===== src/rtl/core_dbg_regs.sv =====
// rtl/core_dbg_regs.sv - debug control/status register slave with core register bridge
module core_dbg_regs #(
  parameter int          ADDR_WIDTH    = 5,
  parameter int          DATA_WIDTH    = 32,
  parameter int          NR_BP         = 2,
  parameter int          REG_IDX_WIDTH = 5,
  parameter int          ACK_TIMEOUT   = 255,
  parameter logic [31:0] DBG_ID        = 32'h0DBC0001
) (
  input  logic                        memi_clk,
  input  logic                        memi_rst,
  input  logic                        memi_sel,
  input  logic [ADDR_WIDTH-1:0]       memi_addr,
  input  logic                        memi_wr_rd,
  input  logic [DATA_WIDTH-1:0]       memi_wdata,
  output logic [DATA_WIDTH-1:0]       memi_rdata,
  output logic                        memi_ready,
  input  logic                        core_halted,
  input  logic                        bp_hit,
  output logic                        halt_req,
  output logic                        resume_pulse,
  output logic                        step_pulse,
  output logic [NR_BP-1:0]            bp_en,
  output logic [NR_BP*DATA_WIDTH-1:0] bp_addr,
  output logic                        core_reg_req,
  output logic                        core_reg_wr,
  output logic [REG_IDX_WIDTH-1:0]    core_reg_idx,
  output logic [DATA_WIDTH-1:0]       core_reg_wdata,
  input  logic [DATA_WIDTH-1:0]       core_reg_rdata,
  input  logic                        core_reg_ack
);

  typedef enum logic [1:0] {IDLE, CORE, RESP, WAIT_DESEL} state_t;

  localparam int CNT_W = $clog2(ACK_TIMEOUT + 1);
  localparam logic [CNT_W-1:0] CNT_LAST = CNT_W'(ACK_TIMEOUT - 1);

  localparam logic [ADDR_WIDTH-1:0] A_ID       = ADDR_WIDTH'(0);
  localparam logic [ADDR_WIDTH-1:0] A_CTRL     = ADDR_WIDTH'(1);
  localparam logic [ADDR_WIDTH-1:0] A_STATUS   = ADDR_WIDTH'(2);
  localparam logic [ADDR_WIDTH-1:0] A_BP_EN    = ADDR_WIDTH'(3);
  localparam int                    A_BP_BASE  = 4;
  localparam logic [ADDR_WIDTH-1:0] A_GPR_IDX  = ADDR_WIDTH'(8);
  localparam logic [ADDR_WIDTH-1:0] A_GPR_DATA = ADDR_WIDTH'(9);

  state_t                      state_q, state_d;
  logic                        halt_req_q, halt_req_d;
  logic                        resume_q, resume_d;
  logic                        step_q, step_d;
  logic [NR_BP-1:0]            bp_en_q, bp_en_d;
  logic [NR_BP*DATA_WIDTH-1:0] bp_addr_q, bp_addr_d;
  logic                        bp_sticky_q, bp_sticky_d;
  logic                        err_q, err_d;
  logic [REG_IDX_WIDTH-1:0]    gpr_idx_q, gpr_idx_d;
  logic                        req_q, req_d;
  logic                        wr_q, wr_d;
  logic [REG_IDX_WIDTH-1:0]    idx_q, idx_d;
  logic [DATA_WIDTH-1:0]       wdata_q, wdata_d;
  logic [CNT_W-1:0]            cnt_q, cnt_d;
  logic [DATA_WIDTH-1:0]       rdata_q, rdata_d;
  logic                        ready_q, ready_d;
  logic [DATA_WIDTH-1:0]       rd_val;

  // Read mux for the plain register map; unmapped addresses read as zero
  always_comb begin
    rd_val = '0;
    case (memi_addr)
      A_ID:      rd_val = DATA_WIDTH'(DBG_ID);
      A_CTRL:    rd_val = DATA_WIDTH'(halt_req_q);
      A_STATUS:  rd_val = DATA_WIDTH'({err_q, bp_sticky_q, core_halted});
      A_BP_EN:   rd_val = DATA_WIDTH'(bp_en_q);
      A_GPR_IDX: rd_val = DATA_WIDTH'(gpr_idx_q);
      default:   rd_val = '0;
    endcase
    for (int i = 0; i < NR_BP; i++) begin
      if (memi_addr == ADDR_WIDTH'(A_BP_BASE + i)) begin
        rd_val = bp_addr_q[i*DATA_WIDTH +: DATA_WIDTH];
      end
    end
  end

  // Access FSM and register next-state; pulses, ready and rdata default to zero each cycle
  always_comb begin
    state_d     = state_q;
    halt_req_d  = halt_req_q;
    resume_d    = 1'b0;
    step_d      = 1'b0;
    bp_en_d     = bp_en_q;
    bp_addr_d   = bp_addr_q;
    bp_sticky_d = bp_sticky_q;
    err_d       = err_q;
    gpr_idx_d   = gpr_idx_q;
    req_d       = req_q;
    wr_d        = wr_q;
    idx_d       = idx_q;
    wdata_d     = wdata_q;
    cnt_d       = cnt_q;
    rdata_d     = '0;
    ready_d     = 1'b0;

    case (state_q)
      IDLE: begin
        if (memi_sel) begin
          if (memi_addr == A_GPR_DATA && core_halted) begin
            state_d = CORE;
            req_d   = 1'b1;
            wr_d    = memi_wr_rd;
            idx_d   = gpr_idx_q;
            wdata_d = memi_wr_rd ? memi_wdata : '0;
            cnt_d   = '0;
          end else begin
            state_d = RESP;
            ready_d = 1'b1;
            if (memi_addr == A_GPR_DATA) begin
              err_d = 1'b1;
            end else if (!memi_wr_rd) begin
              rdata_d = rd_val;
            end else begin
              case (memi_addr)
                A_CTRL: begin
                  if (memi_wdata[0]) halt_req_d = 1'b1;
                  // resume takes priority over step when both are requested
                  if (memi_wdata[1]) begin
                    if (core_halted) begin
                      halt_req_d = 1'b0;
                      resume_d   = 1'b1;
                    end else begin
                      err_d = 1'b1;
                    end
                  end else if (memi_wdata[2]) begin
                    if (core_halted) step_d = 1'b1;
                    else             err_d  = 1'b1;
                  end
                end
                A_STATUS: begin
                  if (memi_wdata[1]) bp_sticky_d = 1'b0;
                  if (memi_wdata[2]) err_d       = 1'b0;
                end
                A_BP_EN:   bp_en_d   = memi_wdata[NR_BP-1:0];
                A_GPR_IDX: gpr_idx_d = memi_wdata[REG_IDX_WIDTH-1:0];
                default: begin
                  for (int i = 0; i < NR_BP; i++) begin
                    if (memi_addr == ADDR_WIDTH'(A_BP_BASE + i)) begin
                      bp_addr_d[i*DATA_WIDTH +: DATA_WIDTH] = memi_wdata;
                    end
                  end
                end
              endcase
            end
          end
        end
      end
      CORE: begin
        if (core_reg_ack || cnt_q == CNT_LAST) begin
          state_d = RESP;
          ready_d = 1'b1;
          req_d   = 1'b0;
          wr_d    = 1'b0;
          idx_d   = '0;
          wdata_d = '0;
          cnt_d   = '0;
          if (core_reg_ack) begin
            rdata_d = wr_q ? '0 : core_reg_rdata;
          end else begin
            err_d = 1'b1;
          end
        end else begin
          cnt_d = cnt_q + 1'b1;
        end
      end
      RESP: state_d = WAIT_DESEL;
      WAIT_DESEL: begin
        if (!memi_sel) state_d = IDLE;
      end
      default: state_d = IDLE;
    endcase

    // a breakpoint hit beats a same-cycle clear of the sticky bit
    if (bp_hit) bp_sticky_d = 1'b1;
  end

  // State registers with asynchronous active-low reset
  always_ff @(posedge memi_clk or negedge memi_rst) begin
    if (!memi_rst) begin
      state_q     <= IDLE;
      halt_req_q  <= 1'b0;
      resume_q    <= 1'b0;
      step_q      <= 1'b0;
      bp_en_q     <= '0;
      bp_addr_q   <= '0;
      bp_sticky_q <= 1'b0;
      err_q       <= 1'b0;
      gpr_idx_q   <= '0;
      req_q       <= 1'b0;
      wr_q        <= 1'b0;
      idx_q       <= '0;
      wdata_q     <= '0;
      cnt_q       <= '0;
      rdata_q     <= '0;
      ready_q     <= 1'b0;
    end else begin
      state_q     <= state_d;
      halt_req_q  <= halt_req_d;
      resume_q    <= resume_d;
      step_q      <= step_d;
      bp_en_q     <= bp_en_d;
      bp_addr_q   <= bp_addr_d;
      bp_sticky_q <= bp_sticky_d;
      err_q       <= err_d;
      gpr_idx_q   <= gpr_idx_d;
      req_q       <= req_d;
      wr_q        <= wr_d;
      idx_q       <= idx_d;
      wdata_q     <= wdata_d;
      cnt_q       <= cnt_d;
      rdata_q     <= rdata_d;
      ready_q     <= ready_d;
    end
  end

  assign memi_rdata     = rdata_q;
  assign memi_ready     = ready_q;
  assign halt_req       = halt_req_q;
  assign resume_pulse   = resume_q;
  assign step_pulse     = step_q;
  assign bp_en          = bp_en_q;
  assign bp_addr        = bp_addr_q;
  assign core_reg_req   = req_q;
  assign core_reg_wr    = wr_q;
  assign core_reg_idx   = idx_q;
  assign core_reg_wdata = wdata_q;

endmodule


===== config.mk =====
export PLATFORM = sky130hd
export DESIGN_NAME = core_dbg_regs
export DESIGN_NICKNAME = d
export VERILOG_FILES = /design/src/rtl/core_dbg_regs.sv
export SDC_FILE = /design/constraint.sdc
export NUM_CORES = 1
export LEC_CHECK = 0
export ABC_AREA = 1
export CORE_MARGIN = 3
export CORE_UTILIZATION = 45
export DETAILED_ROUTE_END_ITERATION = 10
export PLACE_DENSITY_LB_ADDON = 0.08
export SKIP_LAST_GASP = 1
export SLEW_MARGIN = 25
export SYNTH_ARGS = -nofsm -noshare
export SYNTH_HDL_FRONTEND = slang
export SYNTH_SLANG_ARGS = --single-unit

===== constraint.sdc =====
create_clock -name memi_clk -period 2.2 [get_ports memi_clk]
set_input_delay 0.44 -clock memi_clk [delete_from_list [all_inputs] [get_ports memi_clk]]
set_output_delay 0.44 -clock memi_clk [all_outputs]
set_load 0.05 [all_outputs]

==> results of run 1 <==
==> worst paths after layout <==
path / startpoint / end / slack (ns) / cells past startpoint
min in group asynchronous: memi_rst / state_q[1] / 0.55 / 2
min reg2reg: core_reg_idx[3] / core_reg_idx[3] / 0.47 / 2
max reg2reg: state_q[0] / bp_addr[60] / 0.21 / 9
max: core_reg_wr / core_reg_wr / 0.09 / 1
max in group asynchronous: memi_rst / core_reg_wdata[15] / 0.98 / 3
min: core_reg_idx[3] / core_reg_idx[3] / 0.47 / 2
==> Yosys cell counts, drive strengths merged <==
| library cell | number |
|---|---|
| nor3 | 8 |
| clkbuf | 6 |
| dfrtp | 158 |
| a22o | 19 |
| buf | 26 |
| o21a | 1 |
| o21bai | 1 |
| ha | 6 |
| o22ai | 3 |
| nand4 | 4 |
| nand2 | 249 |
| xor2 | 2 |
| nor4 | 1 |
| inv | 68 |
| nor2 | 42 |
| nand3b | 1 |
| o21ai | 144 |
| nand3 | 18 |
| a21oi | 8 |
==> cell type report <==
type,instances,area share
well taps,184,0.0227
clock inverters,10,0.0158
clock buffers,21,0.0464
inverters,68,0.0254
repair buffers,252,0.254
multi-input cells,507,0.247
flip-flops and latches,158,0.390
==> per-stage QoR <==
| step | setup TNS (ns) | setup slack, ns |
|---|---|---|
| 2_1_floorplan | 0 | 0.462 |
| 3_3_place_gp | -0.834 | -0.0776 |
| 3_5_place_dp | -0.745 | -0.103 |
| 4_1_cts | 0 | 0.0652 |
| 5_1_grt | 0 | 0.00833 |
| 6_report | 0 | 0.0864 |
==> cell families after synthesis <==
group,count (synthesis),synth area share
buffers and inverters,100,0.0634
XOR/XNOR,2,0.00254
adder cells (fa/ha/maj),6,0.0109
flip-flops,158,0.574
AND/OR/NAND/NOR,323,0.194
AO/OA/AOI/OAI,176,0.155
==> power by group through the flow <==
stage / logic, W / clock network [W] / registers [W]
2_1_floorplan: 0.00139 / 0 / 0.00535
3_3_place_gp: 0.00469 / 0 / 0.00380
6_report: 0.00472 / 0.00313 / 0.00376
3_5_place_dp: 0.00473 / 0 / 0.00381
5_1_grt: 0.00503 / 0.00330 / 0.00383
4_1_cts: 0.00476 / 0.00318 / 0.00376
==> cell usage in the layout (no fill, tap or decap), drive strengths merged <==
master	count
a21oi	8
a22o	19
buf	36
bufinv	4
clkbuf	21
clkdlybuf4s50	215
clkinv	4
clkinvlp	1
dfrtp	158
dlygate4sd3	1
ha	6
inv	69
nand2	249
nand3	18
nand3b	1
nand4	4
nor2	42
nor3	8
nor4	1
o21a	1
o21ai	144
o21bai	1
o22ai	3
xor2	2
==> registers in the layout (all words and copies together), names as in the netlist <==
signal,cells
bp_addr,64
core_reg_wdata,32
memi_rdata,32
cnt_q,8
core_reg_idx,5
gpr_idx_q,5
bp_en,2
state_q,2
bp_sticky_q,1
core_reg_req,1
core_reg_wr,1
err_q,1
halt_req,1
memi_ready,1
resume_pulse,1
step_pulse,1
==> routing by layer <==
layer / share of wire / vias up
met3: 0.075 / 28
met4: 0.018 / 0
li1: - / 2952
met1: 0.42 / 2886
met2: 0.49 / 186
met5: 0 / -
==> impl_metrics.yaml, run 1 <==
logic_synthesis:
  postSynthCellCount: 765
  post_synth.cell_area_avg_sq_um: 9.00
  synth_warnings: 0
  synth.ff_latch_count: 158
  synth_top_cell_by_area: "dfrtp_1"
  post_synthesis_sequential_area_ratio: 0.574
  yosys-top-cells-area: "dfrtp_1 (57%), nand2_1 (13%), o21ai_0 (5.3%)"
  synth_top_cell_area_share: 0.574
  mappedNetlistArea_sq_mm: 0.00689
  synth.distinct_cells: 32
  synth_nets: 847
die:
  die-width_um: 130
  fp.dieH_um: 130
  core.rowCount: 44
  fp.coreArea_sq_mm: 0.0148
  boundaryPins: 217
  initial_utilization: 0.467
  fp.dieArea_sq_mm: 0.0168
setup_path:
  worstPathRequired_ns: 1.76
  slowest_stage: "clkdlybuf4s50_1"
  path_buf_inv: 1
  max_stage_delay_ns: 0.83
  crit_chain: "clkdlybuf4s50_1"
  crit_type: "register to output port"
  setup.worst_path.end_class: "output port"
  worstPathMaxFanout: 3
  cp-start-kind: "register"
  timing.critical_path.max_delay_family: "buffers and inverters"
  crit_arrival_ns: 1.67
grt:
  total_track_usage: 0.241
  grt.met3_usage: 0.0798
  grt_pass1_vias: 6139
  global_route.usage.met2: 0.398
  grt_overflow: 0
  grt_max_degree: 65
  antenna_found_initial: 0
  busiest_layer: "met2"
  wire_length_of_the_first_global_routing_pass_mm: 31.6
  gr-usage-met1: 0.304
placement:
  standard_cell_area_after_detailed_placement_sq_mm: 0.00951
  routabilityCongestion: 0.921
  placement.io_buffers: 216
  numPlacedInstances: 1168
  detailed_place_hpwl_mm: 14.1
finish:
  final_area_sq_mm: 0.0101
  nets: 1086
  layout.core_utilization: 0.688
  final_cell_count_no_fill: 1200
  num-fill-cells: 1182
  drive_gt1_frac: 0.111
  n_antenna_cell: 0
  multi_input_area_sq_mm: 0.00250
  area_growth_pct: 47.4
  sequential_cell_area_sq_mm: 0.00395
timing:
  fin_crit_ns: 2.11
  max_clock_freq_ghz: 0.473
  timing_hold_violations_final: 0
  fin_worst_skew_ns: 0.00717
  rsz0062_at_grt: "false"
  finalCritPeriodShare: 0.961
  setup_viol: 0
  worst_hold_slack_ns: 0.466
  timing.final.max_slew_violations: 0
  slew_headroom: 0.623
  tightest_slew_ns: 0.564
clocking:
  cts-root-buf: "clkbuf_16"
  postCtsSetupRepairBufs: 0
  clockBufferDepth: 2
  clk_pin_slew_ns: 0.06
  worstSkewPairLatency_ns: 0.42
  cts_sinks: 158
  numCtsBuffers: 17
  tritoncts_clock_tree: "yes"
  post_cts_hold_buffer_count: 1
  cts_resized: 0
  h_tree_depth_reported_by_cts: 4
power:
  switchingPower_w: 0.00458
  pwr-share-seq: 0.324
  power.density_cell_area_mw_per_mm2: 1140
  p_total_w: 0.0116
  p_sw_frac: 0.394
  clkPwrFrac: 0.269
  leakage_nw: 4.77
  fraction_of_power_consumed_by_combinational_cells: 0.406
  vdd.ir_drop.worst_mv: 0.824
  p_int_w: 0.00703
detailed_routing:
  post-route-drc-count: 0
  drt-vias-per-instance: 5.04
  routed_wire_length_per_instance_um: 16.4
  final_antenna_net_count: 0
  routed_wl_mm: 19.7
  dr_total_vias: 6052
  detailedRoute.firstIterationViolations: 275
  1st_pass_router_iterations: 5
outcome:
  outcome: "finished, final reports clean"
flow_run:
  max_cap_viol_count: 0
worst_hold_path:
  hold_class: "register to register"
Note: power is estimated with default switching activity, not from simulation.
==> run 2, diff against run 1 <==
==> constraint.sdc (replaced) <==
create_clock -name memi_clk -period 1.95 [get_ports memi_clk]
set_input_delay 0.39 -clock memi_clk [delete_from_list [all_inputs] [get_ports memi_clk]]
set_output_delay 0.39 -clock memi_clk [all_outputs]
set_load 0.05 [all_outputs]
==> run 2 against run 1 <==
Effect of this change:
- first-iteration DRC count rose by 28%
- sequential power increased by 13%
- clock skew barely moved
- die area unchanged
- combinational power is 9.5% higher
- cell area decreased by 0.99%
- highest routed layer unchanged
==> impl_metrics.yaml, run 2 (synthesized netlist as in run 1, its figures left out) <==
outcome:
  outcome: "finished, final reports clean"
setup_path:
  worstPathRequired_ns: 2.29
  max_stage_delay_ns: 0.41
  slowest_stage: "dfrtp_1"
  crit_chain: "inv_1 > ha_1 > buf_4 > inv_1 > nor3_2 > buf_6 > a22o_1"
  crit_type: "register to register"
  reg2reg_depth: 7
  regToRegStartpoint: "state_q[1]"
  setup.worst_path.end_class: "register"
  regToRegEndpoint: "memi_rdata[29]"
  timing.critical_path.max_delay_family: "buffers and inverters"
  path_buf_inv: 4
  worstPathMaxFanout: 19
  crit_arrival_ns: 2.19
  cp-start-kind: "register"
  worstSetupStartpoint: "state_q[1]"
  regToRegSetupSlack_ns: 0.11
  critical-path-top-cell-by-count: "inv_1"
die:
  fp.dieH_um: 130
  boundaryPins: 217
  core.rowCount: 44
  fp.coreArea_sq_mm: 0.0148
  fp.dieArea_sq_mm: 0.0168
  die-width_um: 130
  initial_utilization: 0.467
clocking:
  clockBufferDepth: 2
  worstSkewPairLatency_ns: 0.42
  clk_pin_slew_ns: 0.06
  tritoncts_clock_tree: "yes"
  h_tree_depth_reported_by_cts: 4
  cts_sinks: 158
  cts-root-buf: "clkbuf_16"
  numCtsBuffers: 17
power:
  pwr-share-seq: 0.335
  p_sw_frac: 0.411
  p_int_w: 0.00745
  switchingPower_w: 0.00519
  power.density_cell_area_mw_per_mm2: 1260
  vdd.ir_drop.worst_mv: 0.789
  fraction_of_power_consumed_by_combinational_cells: 0.409
  clkPwrFrac: 0.256
  leakage_nw: 5.47
timing:
  timing_hold_violations_final: 0
  tightest_slew_ns: 0.523
  timing.final.max_slew_violations: 0
  final.setup.tns_ns: 0
  max_clock_freq_ghz: 0.542
  rsz0062_at_grt: "true"
  fin_crit_ns: 1.84
  setup_viol: 0
  post-route-worst-setup-slack_ns: 0.105
  fin_worst_skew_ns: 0.00721
  worst_hold_slack_ns: 0.471
  finalCritPeriodShare: 0.946
  slew_headroom: 0.653
finish:
  drive_gt1_frac: 0.174
  multi_input_area_sq_mm: 0.00252
  n_antenna_cell: 0
  nets: 1101
  mostFrequentLayoutCell: "nand2_1"
  final_cell_count_no_fill: 1215
  sequential_cell_area_sq_mm: 0.00395
  layout.core_utilization: 0.681
  largest_register_ff_count: 64
  num-fill-cells: 1268
  area_growth_pct: 45.9
  layout_common_cells: "nand2_1 (243), dfrtp_1 (158), buf_4 (87)"
grt:
  wire_length_of_the_first_global_routing_pass_mm: 31.3
  antenna_found_initial: 0
  grt_overflow: 0
  grt_max_degree: 45
  grt_pass1_vias: 5956
  total_track_usage: 0.239
detailed_routing:
  dr_total_vias: 6090
  detailedRoute.firstIterationViolations: 353
  routed_wl_mm: 19.9
  1st_pass_router_iterations: 4
  drt-vias-per-instance: 5.01
  post-route-drc-count: 0
  routed_wire_length_per_instance_um: 16.4
  final_antenna_net_count: 0
worst_hold_path:
  hold_class: "input pin to async pin"
placement:
  placement.io_buffers: 216
  routabilityCongestion: 0.898
  detailedPlace.worstSlack_ns: -0.187
  detailed_place_hpwl_mm: 14.6
  numPlacedInstances: 1183
flow_run:
  max_cap_viol_count: 0
run 2: cell count changes in the layout (fill, tap and decap cells not counted), sizes merged:
cell           delta
bufinv            -2
dlygate4sd2      +79
dlymetal6s2s     +12
clkbuf            +1
buf              +65
clkdlybuf4s50   -141
clkinvlp          +1
run 2: layer usage:
layer,vias to the layer above,GRT usage,share of wire
li1,2985,-,-
met1,2872,0.313,0.43
met2,210,0.385,0.47
met3,23,0.0823,0.081
met4,0,0.0636,0.015
met5,-,0,0
run 2: worst max path at each step:
stage	endpoint	slack, ns	cells past startpoint
after floorplan	core_reg_wdata[2]	0.21	11
after global placement	bp_addr[16]	-0.11	8
after detailed placement	memi_rdata[3]	-0.19	8
after CTS	memi_rdata[27]	0.0003	1
after global routing	memi_rdata[2]	-0.03	8
final	memi_rdata[29]	0.11	7
run 2: final cells by class:
class                      count  area share
timing repair buffer         267       0.250
clock inverter                 9      0.0111
sequential                   158       0.393
tap                          184      0.0229
multi-input combinational    507       0.251
inverter                      68      0.0256
clock buffer                  22      0.0462
run 2: timing repair:
item	4_1_cts	5_1_grt
cloned	0	0
endpoints found under the hold margin	39	0
setup endpoints to repair	79	103
hold buffers	1	0
setup buffers	0	0
gates resized for setup	79	18
run 2: power groups by stage:
stage	Sequential, W	Clock, W	Combinational (W)
after floorplan	0.00603	0	0.00156
after global placement	0.00429	0	0.00531
after detailed placement	0.00429	0	0.00537
after CTS	0.00424	0.00331	0.00516
after global routing	0.00431	0.00344	0.00552
final	0.00423	0.00324	0.00517
run 2: worst reg2reg max path, delay by kind of cell (launching register included):
family | cells | cell delay, ns
buffers and inverters | 4 | 0.69
and+or+nand+nor | 1 | 0.25
AOI/OAI and AO/OA | 1 | 0.21
adders and majority gates | 1 | 0.23
DFF | 1 | 0.41
run 2: through the flow:
stage / power, W / cell area (sq um)
after floorplan: 0.00760 / 6890
after global placement: 0.00960 / 9510
after detailed placement: 0.00966 / 9510
after CTS: 0.0127 / 10000
after global routing: 0.0133 / 10000
final: 0.0126 / 10000
==> run 3, diff against run 2 <==
--- a/config.mk
+++ b/config.mk
@@ -7,7 +7,7 @@
 export LEC_CHECK = 0
 export ABC_AREA = 1
 export CORE_MARGIN = 3
-export CORE_UTILIZATION = 45
+export CORE_UTILIZATION = 30
 export DETAILED_ROUTE_END_ITERATION = 10
 export PLACE_DENSITY_LB_ADDON = 0.08
 export SKIP_LAST_GASP = 1
==> run 3 against run 2 <==
Effect of this change:
- via count shrank 1.2%
- critical endpoint is now cnt_q[2]
- core utilization shrank 22 points
- sequential cell count is the same
- highest routed layer unchanged
- maximum frequency grew 2.1%
- count of clock-buffer cells in the layout grew 1
- largest cell class unchanged
==> impl_metrics.yaml, run 3 (synthesized netlist as in run 1, its figures left out) <==
grt:
  grt_pass1_vias: 6140
  wire_length_of_the_first_global_routing_pass_mm: 34.8
  grt_max_degree: 50
  total_track_usage: 0.183
  antenna_found_initial: 0
  grt_overflow: 0
detailed_routing:
  drt-vias-per-instance: 4.54
  final_antenna_net_count: 0
  routed_wire_length_per_instance_um: 16.8
  dr_total_vias: 6017
  routed_wl_mm: 22.3
  detailedRoute.firstIterationViolations: 299
  post-route-drc-count: 0
  1st_pass_router_iterations: 5
finish:
  nets: 1113
  drive_gt1_frac: 0.206
  mostFrequentLayoutCell: "nand2_1"
  largest_register_ff_count: 64
  num-fill-cells: 2181
  area_growth_pct: 49.3
  layout_common_cells: "nand2_1 (243), dfrtp_1 (158), buf_4 (124)"
  n_antenna_cell: 0
power:
  p_total_w: 0.0133
  power.density_cell_area_mw_per_mm2: 1300
  vdd.ir_drop.worst_mv: 0.694
  leakage_nw: 5.39
outcome:
  outcome: "finished, final reports clean"
timing:
  tightest_slew_ns: 0.539
  fin_worst_skew_ns: 0.0106
  timing_hold_violations_final: 0
  slew_headroom: 0.642
  setup_viol: 0
  fin_crit_ns: 1.81
  timing.final.max_slew_violations: 0
  max_clock_freq_ghz: 0.553
  rsz0062_at_grt: "true"
  final.setup.tns_ns: 0
  finalCritPeriodShare: 0.927
die:
  boundaryPins: 217
  core.rowCount: 54
  fp.coreArea_sq_mm: 0.0222
  initial_utilization: 0.311
  fp.dieArea_sq_mm: 0.0248
  die-width_um: 158
  fp.dieH_um: 158
clocking:
  clk_pin_slew_ns: 0.06
  tritoncts_clock_tree: "yes"
  postCtsSetupRepairBufs: 0
  clockBufferDepth: 2
  numCtsBuffers: 17
  cts-root-buf: "clkbuf_16"
  cts_sinks: 158
  worstSkewPairLatency_ns: 0.42
  h_tree_depth_reported_by_cts: 4
setup_path:
  cp-start-kind: "register"
  worstPathMaxFanout: 12
  worstPathRequired_ns: 2.29
  setup.worst_path.end_class: "register"
  crit_arrival_ns: 2.15
  crit_type: "register to register"
worst_hold_path:
  hold_class: "register to register"
placement:
  detailed_place_hpwl_mm: 16.6
  routabilityCongestion: 0.858
  placement.io_buffers: 216
flow_run:
  max_cap_viol_count: 0
-- run 3: cell count changes in the layout (fill, tap and decap cells not counted), moves of 2 or more --
cell,delta
buf_12,-2
buf_4,+37
bufinv_16,+3
clkinv_2,-2
dlygate4sd2_1,-16
dlymetal6s2s_1,-8
-- run 3: critical path, cell delays in order (launching register included) --
cell	delay (ns)
dfrtp_1	0.41
inv_1	0.15
ha_4	0.19
nand2_1	0.07
o21ai_1	0.14
inv_1	0.11
nand2_4	0.14
inv_4	0.05
nand2_4	0.13
buf_12	0.16
o21ai_0	0.09
nor2_1	0.10
-- run 3: layout make-up --
| class | count | area (sq um) | share of cell area |
|---|---|---|---|
| flip-flops and latches | 158 | 3950 | 0.384 |
| repair buffers | 279 | 2530 | 0.246 |
| clock inverters | 9 | 181 | 0.0176 |
| inverters | 68 | 258 | 0.0251 |
| multi-input cells | 507 | 2530 | 0.246 |
| well taps | 280 | 350 | 0.0341 |
| clock buffers | 23 | 478 | 0.0465 |
-- run 3: report_power, final --
group / internal [W] / switching [W] / leakage, nW / total (W)
clock network: 0.00238 / 0.00133 / 0.310 / 0.00371
logic: 0.00174 / 0.00363 / 2.93 / 0.00537
registers: 0.00387 / 0.000393 / 2.14 / 0.00426
total: 0.00799 / 0.00535 / 5.39 / 0.0133
-- run 3: what timing repair did --
action,CTS,global route
hold endpoints to repair,43,0
cloned,0,1
hold buffers,1,0
resized for setup,64,10
endpoints found under the setup margin,66,85
-- run 3: final timing paths --
| path | to | startpoint | cells after the start | slack (ns) |
|---|---|---|---|---|
| worst max-delay path | cnt_q[2] | state_q[0] | 11 | 0.14 |
| worst min-delay path | core_reg_idx[3] | core_reg_idx[3] | 2 | 0.47 |
| worst max register to register | cnt_q[2] | state_q[0] | 11 | 0.14 |
| worst min register to register | core_reg_idx[3] | core_reg_idx[3] | 2 | 0.47 |
| max in group asynchronous | core_reg_wdata[25] | memi_rst | 3 | 0.83 |
| min in group asynchronous | step_pulse | memi_rst | 2 | 0.50 |
-- run 3: metrics by stage --
stage | setup slack, ns | area, sq um | hold slack, ns | utilization | cells
5_1_grt | -0.0136 | 10300 | 0.501 | 0.464 | 1324
2_1_floorplan | 0.212 | 6890 | 0.0944 | - | 765
6_report | 0.142 | 10300 | 0.469 | 0.464 | 1324
3_3_place_gp | -0.131 | 9630 | 0.382 | 0.434 | 1290
3_5_place_dp | -0.143 | 9630 | 0.392 | 0.434 | 1290
4_1_cts | 0.000422 | 10200 | 0.473 | 0.461 | 1323
-- run 3: layer usage --
layer | vias up | global-route usage | share of wire | wire length (um)
met3 | 15 | 0.0577 | 0.065 | 1460
met2 | 162 | 0.297 | 0.48 | 10700
met5 | - | 0 | 0 | 0
li1 | 3022 | - | - | -
met1 | 2818 | 0.241 | 0.45 | 9960
met4 | 0 | 0.0430 | 0.0097 | 216
==> variant 1 (flow settings as in run 3) <==
Reset style: synchronous (`memi_rst`), changed in one clocked block. Comments in the files are not updated.
--- a/src/rtl/core_dbg_regs.sv
+++ b/src/rtl/core_dbg_regs.sv
@@ -181,5 +181,5 @@
 
   // State registers with asynchronous active-low reset
-  always_ff @(posedge memi_clk or negedge memi_rst) begin
+  always_ff @(posedge memi_clk) begin
     if (!memi_rst) begin
       state_q     <= IDLE;
Function: differs if memi_rst is asserted again (counterexample within 4 cycles, from zero or initial values and one cycle with memi_rst low); with memi_rst held inactive, the same outputs for 4 cycles.
==> variant 1 against run 3 <==
Global-route usage up 0.95 points; sequential cell count stayed put; routed wire length barely moved; worst setup slack worse by 0.10 ns; first-iteration DRC count is 9.7% lower; die area is 7.7% lower; cell count rose by 4.2%; design area down 4.8%; synthesized area decreased by 8.0%.
Power is not compared: it rests on default switching activity, and its combinational part moved more than twofold at a synthesized area within 25%.
==> variant 1: results (changes against run 3) <==
[run_status]
status = finished clean  ; unchanged

[global_route]
grt_max_degree = 77  ; was 50
grt_pass1_wl_um = 33700  ; was 34,800 um
antenna_found_initial = 1  ; was 0
grt_usage_pct = 19.3  ; was 18.3%
grt_use_met3_pct = 4.79  ; was 5.77%
grt_pass1_vias = 6014  ; was 6,140
use_met2_pct = 30.5  ; was 29.7%
use_met1_pct = 26.1  ; was 24.1%

[logic_synthesis]
synth_mux_area_share_pct = 0  ; unchanged
synth_compound_area_share_pct = 20.8  ; was 15.5%
synth-xor-area-share_pct = 0.138  ; was 0.254%
syn_nets = 908  ; was 847
synth_area_leaders = dfxtp_1 (50%), nand2_1 (10%), a21oi_1 (7.3%)  ; was dfrtp_1 (57%), nand2_1 (13%), o21ai_0 (5.3%)
synth_top_cells_by_count = nand2_1 (172), dfxtp_1 (158), inv_1 (101)  ; was nand2_1 (244), dfrtp_1 (158), o21ai_0 (73)
synth.distinct_cells = 37  ; was 32
synth-adder-area-share_pct = 1.18  ; was 1.09%
async_flop_share_pct = 0  ; was 100%
seq_area_frac_synth_pct = 49.9  ; was 57.4%

[routing]
drtIter0Drc = 270  ; was 299
wl_per_cell_um = 16.2  ; was 16.8 um
wl_met3_um = 1390  ; was 1460 um
dr.pass1.iters = 7  ; was 5
dr_wl_met2_um = 10100  ; was 10,700 um
top_layer = met5  ; was met4
wl_met1_um = 10400  ; was 9960 um

[finish]
fillerInstances = 2118  ; was 2,181
drive_gt1_share_pct = 17.0  ; was 20.6%

[worst_setup_path]
crit_slowest_cell = clkdlybuf4s50_1  ; was dfrtp_1
cpPeakStageDelay_ns = 0.79  ; was 0.41 ns
r2r_cells = 12  ; was 11
cp.arrival_ns = 1.52  ; was 2.15 ns
critPathMaxFanout = 1  ; was 12
ff2ff_setup_slack_ns = 0.22  ; was 0.14 ns

[timing]
fin_hold_ws_ns = 0.448  ; was 0.469 ns
finClkSkew_ns = 0.0137  ; was 0.0106 ns
worst_pin_slew_ns = 0.542  ; was 0.539 ns

[power]
power.leakage_nw = 4.63

[placement]
gp_congestion = 0.809  ; was 0.858
dp_hpwl_um = 16400  ; was 16,600 um

## variant 1: what timing repair did
item | 4_1_cts | 5_1_grt
pin swaps | 0 | 1
gates resized for setup | 72 | 20
setup endpoints to repair | 72 | 67
## variant 1: final cells by class
type                       instances  area share, %
multi-input combinational        520           26.5
clock buffer                      18           4.38
tap                              270           3.45
sequential                       158           32.3
inverter                         104           4.10
clock inverter                    14           1.76
timing repair buffer             296           27.5
## variant 1: where the power goes
group / internal [W] / switching (W) / total [W]
combinational: 0.000916 / 0.00161 / 0.00253
clock: 0.00194 / 0.00151 / 0.00344
sequential: 0.00344 / 0.000111 / 0.00356
## variant 1: logic make-up after synthesis
group	after synthesis
XOR/XNOR	1
flip-flops	158
buffers and inverters	148
adder cells (fa/ha/maj)	6
AO/OA/AOI/OAI	239
AND/OR/NAND/NOR	274
## variant 1: final timing paths
check,from,endpoint
max,memi_rdata[8]$_SDFF_PN0_,memi_rdata[8]
min,core_reg_idx[0]$_SDFFE_PN0P_,core_reg_idx[0]$_SDFFE_PN0P_
max reg2reg,state_q[0]$_SDFFE_PN0P_,cnt_q[7]$_SDFFE_PN0P_
min reg2reg,core_reg_idx[0]$_SDFFE_PN0P_,core_reg_idx[0]$_SDFFE_PN0P_
## variant 1: stage by stage
stage / area, sq um / worst slack [ns] / total power [W] / std cells / TNS (ns)
2_1_floorplan: 6340 / 0.0625 / 0.00508 / 826 / 0
6_report: 9790 / 0.0401 / 0.00953 / 1380 / 0
4_1_cts: 9740 / 0.00256 / 0.00961 / 1380 / 0
3_3_place_gp: 9230 / -0.304 / 0.00623 / 1348 / -37.09
3_5_place_dp: 9230 / -0.332 / 0.00623 / 1348 / -40.49
5_1_grt: 9790 / -0.0286 / 0.00995 / 1380 / -0.0479
==> variant 2 (flow settings as in run 3) <==
Without the edit above. The parameter `ACK_TIMEOUT` goes from 255 to 510.
--- a/src/rtl/core_dbg_regs.sv
+++ b/src/rtl/core_dbg_regs.sv
@@ -5,5 +5,5 @@
   parameter int          NR_BP         = 2,
   parameter int          REG_IDX_WIDTH = 5,
-  parameter int          ACK_TIMEOUT   = 255,
+  parameter int          ACK_TIMEOUT   = 510,
   parameter logic [31:0] DBG_ID        = 32'h0DBC0001
 ) (
Function: same outputs for any inputs over 4 cycles, from zero or initial values and one cycle with memi_rst low; that may be too few to reach the edited logic, so the function may still have changed.
==> variant 2 against run 3 <==
Combinational power is 9.7% lower; worst setup slack worse by 0.026 ns; routed wire length is 9.9% higher; total power is 6.1% lower; sequential cell count is 1 higher; design area is 1.7% higher; die area is 2.3% higher; first-iteration DRC count is 38% higher; hold slack worse by 0.010 ns; synthesized area is 2.4% higher; synthesized cell count is 8.5% higher; critical path type is now input port to register; highest routed layer unchanged.
==> variant 2: results (changes against run 3) <==
[run_status]
status = finished clean  ; unchanged

[power]
internal_power_w = 0.00724  ; was 0.00799 W
irDropWorstVdd_mv = 0.590  ; was 0.694 mV
power.leakage_nw = 5.68  ; was 5.39 nW

[logic_synthesis]
synth_top_cells_by_count = nand2_1 (340), dfrtp_1 (159), nand3_1 (71)  ; was nand2_1 (244), dfrtp_1 (158), o21ai_0 (73)
syn_nets = 912  ; was 847
synth.distinct_cells = 34  ; was 32
seq_area_frac_synth_pct = 56.4  ; was 57.4%
synth_area_leaders = dfrtp_1 (56%), nand2_1 (18%), nand3_1 (5.0%)  ; was dfrtp_1 (57%), nand2_1 (13%), o21ai_0 (5.3%)

[timing]
finClkSkew_ns = 0.0103  ; was 0.0106 ns
worst_pin_slew_ns = 0.518  ; was 0.539 ns
fin_hold_ws_ns = 0.459  ; was 0.469 ns

[hold_path]
min_path_type = input port to asynchronous set/reset pin  ; was register to register

[placement]
post-place-ws_ns = -0.374  ; was -0.143 ns
gp_congestion = 0.826  ; was 0.858
dp_hpwl_um = 18100  ; was 16,600 um

[routing]
drtIter0Drc = 413  ; was 299
wl_met1_um = 11400  ; was 9960 um
wl_met3_um = 1290  ; was 1460 um
dr_wl_met2_um = 11600  ; was 10,700 um
wirelength_um = 24500  ; was 22,300 um

[global_route]
grt_pass1_wl_um = 39200  ; was 34,800 um
grt_max_degree = 48  ; was 50
antenna_found_initial = 1  ; was 0
grt_pass1_vias = 6680  ; was 6,140
grt_usage_pct = 19.6  ; was 18.3%

[worst_setup_path]
r2r-start = state_q[1]$_DFFE_PN0P_  ; was state_q[0]$_DFFE_PN0P_
cp.arrival_ns = 2.13  ; was 2.15 ns
reg2reg_to = core_reg_wdata[31]$_DFFE_PN0P_  ; was cnt_q[2]$_DFFE_PN0P_
crit_start = memi_addr[4]  ; was state_q[0]$_DFFE_PN0P_

[finish]
fin_nets = 1178  ; was 1,113
fillerInstances = 2379  ; was 2,181
drive_gt1_share_pct = 19.7  ; was 20.6%

==> variant 2: cell count changes in the layout (fill, tap and decap cells not counted), sizes merged, moves of 5 or more <==
cell,change
a21o,+19
a21oi,+19
a22o,-19
buf,+17
clkbuf,-5
dlygate4sd2,-10
inv,-13
nand2,+96
nand3,+53
nor2,-9
o21ai,-83
==> variant 2: through the flow <==
step | area [sq um] | TNS (ns) | instances
detailed placement | 9860 | -40.09 | 1388
CTS | 10400 | 0 | 1421
floorplan | 7050 | 0 | 830
global placement | 9860 | -37.86 | 1388
global route | 10500 | -0.250 | 1423
finish | 10500 | 0 | 1423
==> variant 2: kinds of logic after synthesis <==
kind of cell    share of synthesized area, %
buf+inv                                 5.57
simple gates                            27.2
fa+ha+maj                               1.06
compound gates                          9.47
flops                                   56.4
xor+xnor                               0.248
==> variant 2: layout make-up <==
type                       count  share of cell area, %
clock inverter                13                   1.36
tap                          313                   3.74
timing repair buffer         282                   24.6
inverter                      47                   1.76
antenna                        1                 0.0239
clock buffer                  19                   4.33
sequential                   159                   38.0
multi-input combinational    589                   26.1
==> variant 2: worst max-delay path by stage <==
stage / cells past startpoint / slack [ns] / end
global route: 11 / -0.04 / core_reg_wdata[29]$_DFFE_PN0P_
CTS: 1 / 0.003 / memi_rdata[29]
floorplan: 12 / 0.1 / core_reg_wdata[2]$_DFFE_PN0P_
finish: 12 / 0.12 / bp_addr[32]$_DFFE_PN0P_
global placement: 12 / -0.38 / bp_addr[33]$_DFFE_PN0P_
detailed placement: 12 / -0.37 / bp_addr[33]$_DFFE_PN0P_
==> variant 2: power groups by stage <==
stage / Clock [W] / Sequential [W] / Combinational, W
2_1_floorplan: 0 / 0.00590 / 0.00137
5_1_grt: 0.00366 / 0.00432 / 0.00525
3_3_place_gp: 0 / 0.00432 / 0.00491
3_5_place_dp: 0 / 0.00430 / 0.00495
4_1_cts: 0.00354 / 0.00425 / 0.00483
6_report: 0.00343 / 0.00424 / 0.00485
==> variant 2: timing repair <==
action | 4_1_cts | 5_1_grt
gates resized for setup | 54 | 18
cloned | 0 | 0
pin swaps | 0 | 1
setup endpoints to repair | 58 | 105
hold endpoints to repair | 39 | 0
hold buffers | 1 | 0
buffers inserted | 0 | 1
==> variant 2: critical path, cell delays in order <==
cell and delay, ns:
clkdlybuf4s50_1 0.49, inv_1 0.08, nand2_1 0.08, nor2_2 0.06, nand2_1 0.08, nand3_1 0.12
nor3_4 0.32, buf_6 0.17, nand2_4 0.07, buf_12 0.15, nand2_1 0.05, o21ai_0 0.07
==> variant 2: routing by layer <==
metal,vias up,track usage [%]
met5,-,0
met4,0,5.13
met3,18,4.34
met2,184,31.4
met1,3188,27.1
li1,3199,-
